--- src/rtl/rle_bitstream_writer.sv ---
// Run-length token expander: turns {value, run} tokens into an MSB-first packed
// bitstream in a single-port memory, read-modify-writing partially covered words.
module rle_bitstream_writer #(
    parameter int DATA_W = 8,
    parameter int ADDR_W = 16,
    parameter int RUN_W  = 7,
    parameter int BIT_W  = $clog2(DATA_W)
) (
    input  logic              clk,
    input  logic              RST,
    input  logic              start,
    input  logic [ADDR_W-1:0] base_addr,
    input  logic [BIT_W-1:0]  base_bit,
    input  logic              tok_valid,
    output logic              tok_ready,
    input  logic [RUN_W:0]    tok_data,
    input  logic              tok_last,
    output logic [ADDR_W-1:0] mem_addr,
    output logic [DATA_W-1:0] mem_wdata,
    output logic              mem_we,
    output logic              mem_re,
    input  logic [DATA_W-1:0] mem_rdata,
    output logic              busy,
    output logic              done,
    output logic [ADDR_W-1:0] end_addr,
    output logic [BIT_W-1:0]  end_bit,
    output logic [31:0]       bits_written
);

    // state | meaning
    // IDLE  | waiting for start
    // FETCH | tok_ready high, waiting for a token
    // FILL  | placing bits of the current run into acc/mask
    // WRITE | full word: write acc; partial word: issue read
    // MERGE | read data valid: write merged word
    // FLUSH | end of stream: write any partial word left in acc
    // DONE  | one-cycle done pulse, end position published

    localparam int CNT_W = (RUN_W > BIT_W + 1) ? RUN_W : BIT_W + 1;
    localparam logic [BIT_W-1:0] TOP_BIT = BIT_W'(DATA_W - 1);
    localparam logic [DATA_W:0]  ONE_W   = {{DATA_W{1'b0}}, 1'b1};

    typedef enum logic [2:0] {IDLE, FETCH, FILL, WRITE, MERGE, FLUSH, DONE} stateT;

    stateT             state, stateN;
    logic [ADDR_W-1:0] addr, addrN;
    logic [BIT_W-1:0]  cursor, cursorN;
    logic [DATA_W-1:0] acc, accN;
    logic [DATA_W-1:0] mask, maskN;
    logic [RUN_W-1:0]  rem, remN;
    logic              valueF, valueN;
    logic              lastF, lastN;
    logic              flushF, flushN;
    logic [31:0]       bitsCnt, bitsN;
    logic              tokReady;
    logic [ADDR_W-1:0] endAddrQ, endAddrN;
    logic [BIT_W-1:0]  endBitQ, endBitN;

    logic              memWe, memRe, doneP, wordDone;
    logic [DATA_W-1:0] memWdata;

    logic [CNT_W-1:0]  cursorP1, remExt, k, shamt;
    logic [DATA_W:0]   oneK;
    logic [DATA_W-1:0] fillMask;
    logic [RUN_W-1:0]  tokRun;

    assign tokRun   = tok_data[RUN_W-1:0];
    assign cursorP1 = CNT_W'(cursor) + CNT_W'(1);
    assign remExt   = CNT_W'(rem);
    assign k        = (remExt < cursorP1) ? remExt : cursorP1;
    assign shamt    = cursorP1 - k;
    assign oneK     = (ONE_W << k) - ONE_W;
    // k bits ending at the cursor, counting downward
    assign fillMask = DATA_W'(oneK << shamt);

    always_comb begin
        stateN   = state;
        addrN    = addr;
        cursorN  = cursor;
        accN     = acc;
        maskN    = mask;
        remN     = rem;
        valueN   = valueF;
        lastN    = lastF;
        flushN   = flushF;
        bitsN    = bitsCnt;
        endAddrN = endAddrQ;
        endBitN  = endBitQ;
        memWe    = 1'b0;
        memRe    = 1'b0;
        memWdata = '0;
        doneP    = 1'b0;
        wordDone = 1'b0;

        case (state)
            IDLE, DONE: begin
                doneP  = (state == DONE);
                stateN = IDLE;
                if (start) begin
                    addrN   = base_addr;
                    cursorN = base_bit;
                    accN    = '0;
                    maskN   = '0;
                    remN    = '0;
                    lastN   = 1'b0;
                    flushN  = 1'b0;
                    bitsN   = '0;
                    stateN  = FETCH;
                end
            end
            FETCH: begin
                if (tok_valid && tokReady) begin
                    valueN = tok_data[RUN_W];
                    lastN  = tok_last;
                    remN   = tokRun;
                    if (tokRun != '0)
                        stateN = FILL;
                    else
                        stateN = tok_last ? FLUSH : FETCH;
                end
            end
            FILL: begin
                accN  = valueF ? (acc | fillMask) : (acc & ~fillMask);
                maskN = mask | fillMask;
                remN  = rem - RUN_W'(k);
                bitsN = bitsCnt + 32'(k);
                if (k == cursorP1) begin
                    // address advances only after the word has been written
                    cursorN = TOP_BIT;
                    stateN  = WRITE;
                end else begin
                    cursorN = cursor - BIT_W'(k);
                    if (remN == '0)
                        stateN = lastF ? FLUSH : FETCH;
                end
            end
            WRITE: begin
                if (&mask) begin
                    memWe    = 1'b1;
                    memWdata = acc;
                    wordDone = 1'b1;
                end else begin
                    memRe  = 1'b1;
                    stateN = MERGE;
                end
            end
            MERGE: begin
                memWe    = 1'b1;
                memWdata = (mem_rdata & ~mask) | (acc & mask);
                wordDone = 1'b1;
            end
            FLUSH: begin
                if (mask == '0) begin
                    stateN = DONE;
                end else begin
                    flushN = 1'b1;
                    stateN = WRITE;
                end
            end
            default: stateN = IDLE;
        endcase

        if (wordDone) begin
            accN  = '0;
            maskN = '0;
            if (flushF) begin
                stateN = DONE;
            end else begin
                addrN = addr + 1'b1;
                if (rem != '0)
                    stateN = FILL;
                else
                    stateN = lastF ? DONE : FETCH;
            end
        end

        if (stateN == DONE && state != DONE) begin
            endAddrN = addrN;
            endBitN  = cursorN;
        end
    end

    always_ff @(posedge clk) begin
        if (RST) begin
            state    <= IDLE;
            addr     <= '0;
            cursor   <= TOP_BIT;
            acc      <= '0;
            mask     <= '0;
            rem      <= '0;
            valueF   <= 1'b0;
            lastF    <= 1'b0;
            flushF   <= 1'b0;
            bitsCnt  <= '0;
            tokReady <= 1'b0;
            endAddrQ <= '0;
            endBitQ  <= TOP_BIT;
        end else begin
            state    <= stateN;
            addr     <= addrN;
            cursor   <= cursorN;
            acc      <= accN;
            mask     <= maskN;
            rem      <= remN;
            valueF   <= valueN;
            lastF    <= lastN;
            flushF   <= flushN;
            bitsCnt  <= bitsN;
            tokReady <= (stateN == FETCH);
            endAddrQ <= endAddrN;
            endBitQ  <= endBitN;
        end
    end

    // strobes are masked by RST so an abandoned stream cannot land a write
    assign mem_we       = memWe & ~RST;
    assign mem_re       = memRe & ~RST;
    assign mem_addr     = addr;
    assign mem_wdata    = memWdata;
    assign tok_ready    = tokReady;
    assign busy         = (state != IDLE) && (state != DONE);
    assign done         = doneP;
    assign end_addr     = endAddrQ;
    assign end_bit      = endBitQ;
    assign bits_written = bitsCnt;

endmodule

--- config.mk ---
export PLATFORM = sky130hd
export DESIGN_NAME = rle_bitstream_writer
export DESIGN_NICKNAME = d
export VERILOG_FILES = /design/src/rtl/rle_bitstream_writer.sv
export SDC_FILE = /design/constraint.sdc
export NUM_CORES = 1
export LEC_CHECK = 0
export ABC_AREA = 1
export CELL_PAD_IN_SITES_DETAIL_PLACEMENT = 1
export CELL_PAD_IN_SITES_GLOBAL_PLACEMENT = 1
export CORE_MARGIN = 4
export CORE_UTILIZATION = 40
export CTS_CLUSTER_SIZE = 25
export DETAILED_ROUTE_END_ITERATION = 16
export PLACE_DENSITY_LB_ADDON = 0.12
export SYNTH_ARGS = -nofsm -noshare
export SYNTH_HDL_FRONTEND = slang
export SYNTH_SLANG_ARGS = --single-unit
--- constraint.sdc ---
create_clock -name clk -period 9.4 [get_ports clk]
set_input_delay 1.88 -clock clk [delete_from_list [all_inputs] [get_ports clk]]
set_output_delay 1.88 -clock clk [all_outputs]
set_load 0.005 [all_outputs]
==> run summary, run 1 <==
status: finished, final reports clean
Sw Ratio: 0.554
root buffer cell: clkbuf_16
Antenna Nets Post-Route: 0
first-pass GRT wire length: 35.4 mm
Worst Tran Pin Value: 1.08 ns
final hold vios: 0
CTS buffer count: 9
#FFs+latches synth: 100
Iteration-0 DRC Markers: 248
EDFF count, synth: 0
top cell type's share of synthesized area: 0.298
Post-Syn Instances: 1017
ant diodes: 0
Int Pwr: 1.46 mW
number of port buffers: 119
starting density of the core: 0.406
post-CTS setup buffer count: 0
Die W: 138 um
clk buf depth: 2
Compound-Gate Fraction of Synth Area: 0.173
clock sinks: 100
multiplexer share of the synthesized area: 0
core area: 16500 sq um
gr usage total: 0.234
Worst EP required: 7.52 ns
register area: 2000 sq um
Period minus WS final: 5.08 ns
crit path DAT: 3.20 ns
Detailed Place HPWL: 16.0 mm
clock power share: 0.119
Adder-Cell Fraction of Synth Area: 0.0444
Setup crit start kind: primary input
period utilization: 0.540
fraction of synthesized cell area in xor and xnor cells: 0.0272
most frequent cell after synthesis: nand2_1
clock slew at reported path FFs: 0.07 ns
Fmax: 197 MHz
quantity of gates resized following cts: 0
Ports: 120
Ys Warns: 0
ranking of synthesized cells by area: dfxtp_1 (30%), nand2_1 (13%), inv_1 (6.3%)
largest family of logic cells by synthesized area: simple AND/OR/NAND/NOR gates
final setup fails: 0
Post-synth top cells: nand2_1 (227), inv_1 (113), nor2_1 (105)
ys async rst share: 0
sequential area share after synthesis: 0.298
drt pass-1 iters: 4
final slew viol count: 0
sw power: 1.82 mW
post-synth top area cell: dfxtp_1
residual DRC count: 0
area grow syn2layout: 24.3%
Post-Route WL: 21.4 mm
worst vdd ir: 0.274 mV
Final Net Count: 1181
worst skew pair latency: 0.36 ns
slew margin rel.: 0.276
largest net degree at the start of global routing: 50
Avg Inst Size Synth: 6.60 sq um
critical-path maximum fanout: 1
total number of vias: 6990
Crit Path Class: in -> out
Logic pwr share: 0.718
Mapped Area: 6710 sq um
Die ar.: 18900 sq um
num rows: 47
unrepaired setup endpoints after global routing: false
CTS tree: built
Pwr Density: 393 nW/um^2
Layout Utilization: 0.505
Worst Skew: 0.0107 ns
Avg WL per Cell: 16.0 um
H-tree Lvls: 3
Flop pwr share: 0.162
Synth Area in Simple Gates: 0.352
setup TNS: 0 ns
proportion of layout cells with a drive suffix above 1: 0.101
Leak Pwr: 3.33 nW
y dimension of the die: 138 um
FILL cells: 2230
class of the worst hold path: reg -> reg
initial antenna violation count: 0
hold buffer count at cts: 0
Yosys cell types: 56
multi-input logic area: 4020 sq um
Placer Congestion: 0.824
GRT Residual Overflow: 0
max capacitance violation total: 0
via/cell ratio: 5.20
number of global-route vias before repair: 7099
Total Power: 3.28 mW
Top FF cell, synth: dfxtp_1
CP endpoint kind: output pin
-- cells by family after synthesis --
family	count (synthesis)
simple gates	503
compound gates	199
buf+inv	172
flops	100
fa+ha+maj	22
xor+xnor	20
other cells	1
-- cell type report --
| type | instances | share of cell area |
|---|---|---|
| sequential | 100 | 0.240 |
| clock buffer | 10 | 0.0275 |
| multi-input combinational | 747 | 0.482 |
| tap | 220 | 0.0330 |
| inverter | 138 | 0.0629 |
| timing repair buffer | 123 | 0.146 |
| clock inverter | 6 | 0.00855 |
-- state kept, by name, summed over array words and instances, names as in the netlist --
signal and count:
bits_written 32, end_addr 16, mem_addr 16, acc 8
mask 8, rem 7, cursor 3, end_bit 3
state 3, flushF 1, lastF 1, tok_ready 1
valueF 1
-- power by group through the flow --
stage / Clock [mW] / Sequential, mW / Combinational (mW)
final: 0.391 / 0.532 / 2.35
after CTS: 0.404 / 0.532 / 2.37
after detailed placement: 0 / 0.541 / 2.35
after global placement: 0 / 0.541 / 2.31
after global routing: 0.418 / 0.540 / 2.67
after floorplan: 0 / 0.529 / 1.84
-- cell usage in the layout, fill, tap and decap left out, types with 11 or more instances in the layout --
cell,Yosys,routed
nand3_2,11,11
nor4_1,12,12
nand2_1,227,227
inv_1,113,113
nor3_1,19,19
nand2_2,19,19
a21oi_1,69,69
dfxtp_1,100,100
o21ai_0,61,61
nand3_1,67,67
inv_2,21,21
o21ai_1,18,18
clkdlybuf4s50_1,0,118
ha_1,19,19
xor2_1,15,15
nor2_1,105,104
-- through the flow --
stage	hold slack, ns	cell area [sq um]	setup slack [ns]	cells
after floorplan	0.445	6720	5.00	1019
after CTS	0.463	8340	4.33	1344
final	0.458	8340	4.32	1344
after global placement	0.439	8040	4.39	1328
after detailed placement	0.444	8040	4.34	1328
after global routing	0.487	8340	3.89	1344
-- layer usage --
metal | vias to the layer above | track usage | part of all wire
met5 | - | 0 | 0
met4 | 0 | 0.0554 | 0.014
met3 | 21 | 0.0373 | 0.027
met2 | 92 | 0.413 | 0.49
met1 | 3350 | 0.298 | 0.46
li1 | 3527 | - | -
-- worst max-delay path, cell delays in order --
cell and delay (ns):
clkdlybuf4s50_1 0.48, nand2_1 0.06, o21ai_0 0.09, nand2_1 0.07, o21ai_0 0.09, clkdlybuf4s50_1 0.53
-- final timing paths --
path                 from               end  slack, ns  cells after the start
max          mem_rdata[7]      mem_wdata[7]       4.32                      6
min            end_bit[2]        end_bit[2]       0.46                      2
max reg2reg     cursor[2]  bits_written[30]       4.50                     28
min reg2reg    end_bit[2]        end_bit[2]       0.46                      2
Power figures use the tool's default switching activity.
==> run 2, diff against run 1 <==
CORE_UTILIZATION = 38   (was 40)
clock period = 5.05 ns   (was 9.4 ns; I/O delays follow)
==> run summary, run 2 (synthesized netlist as in run 1, its figures left out) <==
CP endpoint kind: flip-flop (was output pin)
hold endpoint: end_bit[0] (was end_bit[2])
Ports: 120 (unchanged)
Leak Pwr: 3.35 nW (was 3.33 nW)
Final Net Count: 1183 (was 1181)
root buffer cell: clkbuf_16 (unchanged)
total number of vias: 7076 (was 6990)
number of global-route vias before repair: 7289 (was 7099)
num rows: 48 (was 47)
largest net degree at the start of global routing: 47 (was 50)
clk buf depth: 2 (unchanged)
Setup crit start kind: flip-flop (was primary input)
class of the worst hold path: reg -> reg (unchanged)
reg2reg setup slack: 0.50 ns (was 4.50 ns)
residual DRC count: 0 (unchanged)
Die W: 141 um (was 138 um)
via/cell ratio: 5.24 (was 5.20)
y dimension of the die: 141 um (was 138 um)
Worst Skew: 0.0126 ns (was 0.0107 ns)
reg-to-reg endpoint: end_addr[8] (was bits_written[30])
Fmax: 220 MHz
H-tree Lvls: 3 (unchanged)
Total Power: 6.18 mW (was 3.28 mW)
GRT Residual Overflow: 0 (unchanged)
Worst EP required: 5.27 ns (was 7.52 ns)
number of port buffers: 119 (unchanged)
FILL cells: 2306 (was 2230)
ant diodes: 0 (unchanged)
met2 WL post-DR: 10.9 mm (was 10.6 mm)
initial antenna violation count: 2 (was 0)
clock sinks: 100 (unchanged)
slew margin rel.: 0.387 (was 0.276)
delay-heaviest family, CP: simple AND/OR/NAND/NOR gates (was buffers and inverters)
hold depth: 2 (unchanged)
worst skew pair latency: 0.36 ns (about the same)
core area: 17300 sq um (was 16500 sq um)
Reg-to-Reg Start: cursor[2] (unchanged)
WP buf/inv: 3 (was 2)
Slowest-stage cell, CP: dfxtp_1 (was clkdlybuf4s50_1)
starting density of the core: 0.388 (was 0.406)
first-pass GRT wire length: 37.3 mm (was 35.4 mm)
crit path DAT: 4.77 ns (was 3.20 ns)
final slew viol count: 0 (unchanged)
uppermost layer routed: met5 (was met4)
proportion of layout cells with a drive suffix above 1: 0.105 (was 0.101)
Largest register FFs: 32 (unchanged)
Post-Route WL: 22.3 mm (was 21.4 mm)
Period minus WS final: 4.55 ns
r2r worst-path depth: 25 (was 28)
drt pass-1 iters: 5 (was 4)
final hold vios: 0 (unchanged)
most common cell after layout, fill and taps aside: nand2_1 (unchanged)
met1 wire length: 10.2 mm (was 9.97 mm)
critical-path maximum fanout: 23 (was 1)
Iteration-0 DRC Markers: 307 (was 248)
worst hold start: end_bit[0] (was end_bit[2])
Avg WL per Cell: 16.5 um (was 16.0 um)
met3 routed WL: 811 um (was 578 um)
status: finished, final reports clean (unchanged)
final setup fails: 0 (unchanged)
Detailed Place HPWL: 16.7 mm (was 16.0 mm)
Placer Congestion: 0.852 (was 0.824)
Hold WS: 0.466 ns (was 0.458 ns)
Pwr Density: 737 nW/um^2 (was 393 nW/um^2)
max capacitance violation total: 0 (unchanged)
gr usage total: 0.229 (was 0.234)
Antenna Nets Post-Route: 0 (unchanged)
Die ar.: 19800 sq um (was 18900 sq um)
CTS tree: built (unchanged)
Worst path max stage delay: 0.42 ns (was 0.53 ns)
period utilization: 0.901
unrepaired setup endpoints after global routing: false (unchanged)
area grow syn2layout: 25.0% (was 24.3%)
setup TNS: 0 ns (unchanged)
Worst Tran Pin Value: 0.918 ns (was 1.08 ns)
clock slew at reported path FFs: 0.07 ns (about the same)
CTS buffer count: 9 (unchanged)
worst vdd ir: 0.605 mV (was 0.274 mV)
Crit Path Class: reg -> reg (was in -> out)
hold buffer count at cts: 0 (unchanged)
commonest cells after routing, fill and taps aside: nand2_1 (227), clkdlybuf4s50_1 (118), inv_1 (113) (unchanged)
-- run 2: changes by cell type in the layout (fill, tap and decap cells not counted) --
cell / delta
clkbuf_1: -1
clkinv_8: +1
clkinv_4: +2
buf_4: +2
nor3_2: +1
inv_6: -1
clkinv_2: -1
nor3_1: -1
clkbuf_8: +1
clkinvlp_4: -1
-- run 2: worst max-delay path by stage --
stage	from	to	slack, ns	cells past startpoint
after global placement	cursor[2]	end_addr[8]	0.62	25
after detailed placement	cursor[2]	end_addr[8]	0.47	25
final	cursor[2]	end_addr[8]	0.50	25
after floorplan	cursor[2]	bits_written[28]	1.08	28
after global routing	cursor[2]	bits_written[30]	0.01	31
after CTS	cursor[2]	end_addr[8]	0.40	25
-- run 2: final cells by class --
cell class,instances,area (sq um),share of cell area
Inverter,138,524,0.0625
Sequential cell,100,2000,0.239
Clock buffer,10,239,0.0285
Multi-Input combinational cell,747,4030,0.480
Tap cell,225,282,0.0336
Timing Repair Buffer,125,1230,0.147
Clock inverter,6,83.8,0.00999
-- run 2: repair_timing --
item / CTS / global route
setup buffers: 0 / 0
gates resized for setup: 0 / 1
endpoints found under the hold margin: 0 / 0
endpoints found under the setup margin: 0 / 18
-- run 2: routing by layer --
layer	vias up	GRT usage
met2	120	0.395
met5	-	0
met1	3382	0.299
li1	3540	-
met3	30	0.0380
met4	4	0.0530
-- run 2: worst register-to-register path, cell delays in order, from the launching register on --
cell      delay [ns]
dfxtp_1         0.42
inv_1           0.11
nor3_2          0.26
inv_1           0.09
ha_1            0.22
nor2_4          0.38
nand2_4         0.16
nand2_2         0.12
nand2_4         0.10
ha_1            0.23
fa_1            0.41
o21ai_1         0.22
nor2_1          0.06
nand2_1         0.08
xor2_1          0.19
nor2_1          0.06
nand2_1         0.13
a21oi_1         0.09
nor2_1          0.14
o211ai_2        0.10
nand2_2         0.12
nand2_4         0.08
nor2_8          0.35
inv_6           0.15
nand2_1         0.11
a21oi_2         0.05
-- run 2: power breakdown --
| group | switching (mW) | internal (mW) |
|---|---|---|
| Sequential | 0.111 | 0.883 |
| Combinational | 2.97 | 1.46 |
| Clock | 0.345 | 0.409 |
| Total | 3.43 | 2.75 |
-- run 2: stage by stage --
| step | worst slack, ns | utilization | instances | instance area [sq um] |
|---|---|---|---|---|
| CTS | 0.397 | 0.485 | 1351 | 8380 |
| finish | 0.502 | 0.485 | 1351 | 8390 |
| floorplan | 1.08 | - | 1019 | 6720 |
| global route | 0.0125 | 0.485 | 1351 | 8390 |
| global placement | 0.615 | 0.466 | 1335 | 8060 |
| detailed placement | 0.468 | 0.466 | 1335 | 8060 |
==> run 3, diff against run 2 <==
CAP_MARGIN = 15   (was default)
==> results of run 3 <==
Same layout as run 2: the final DEF is identical, and so are final timing and power.
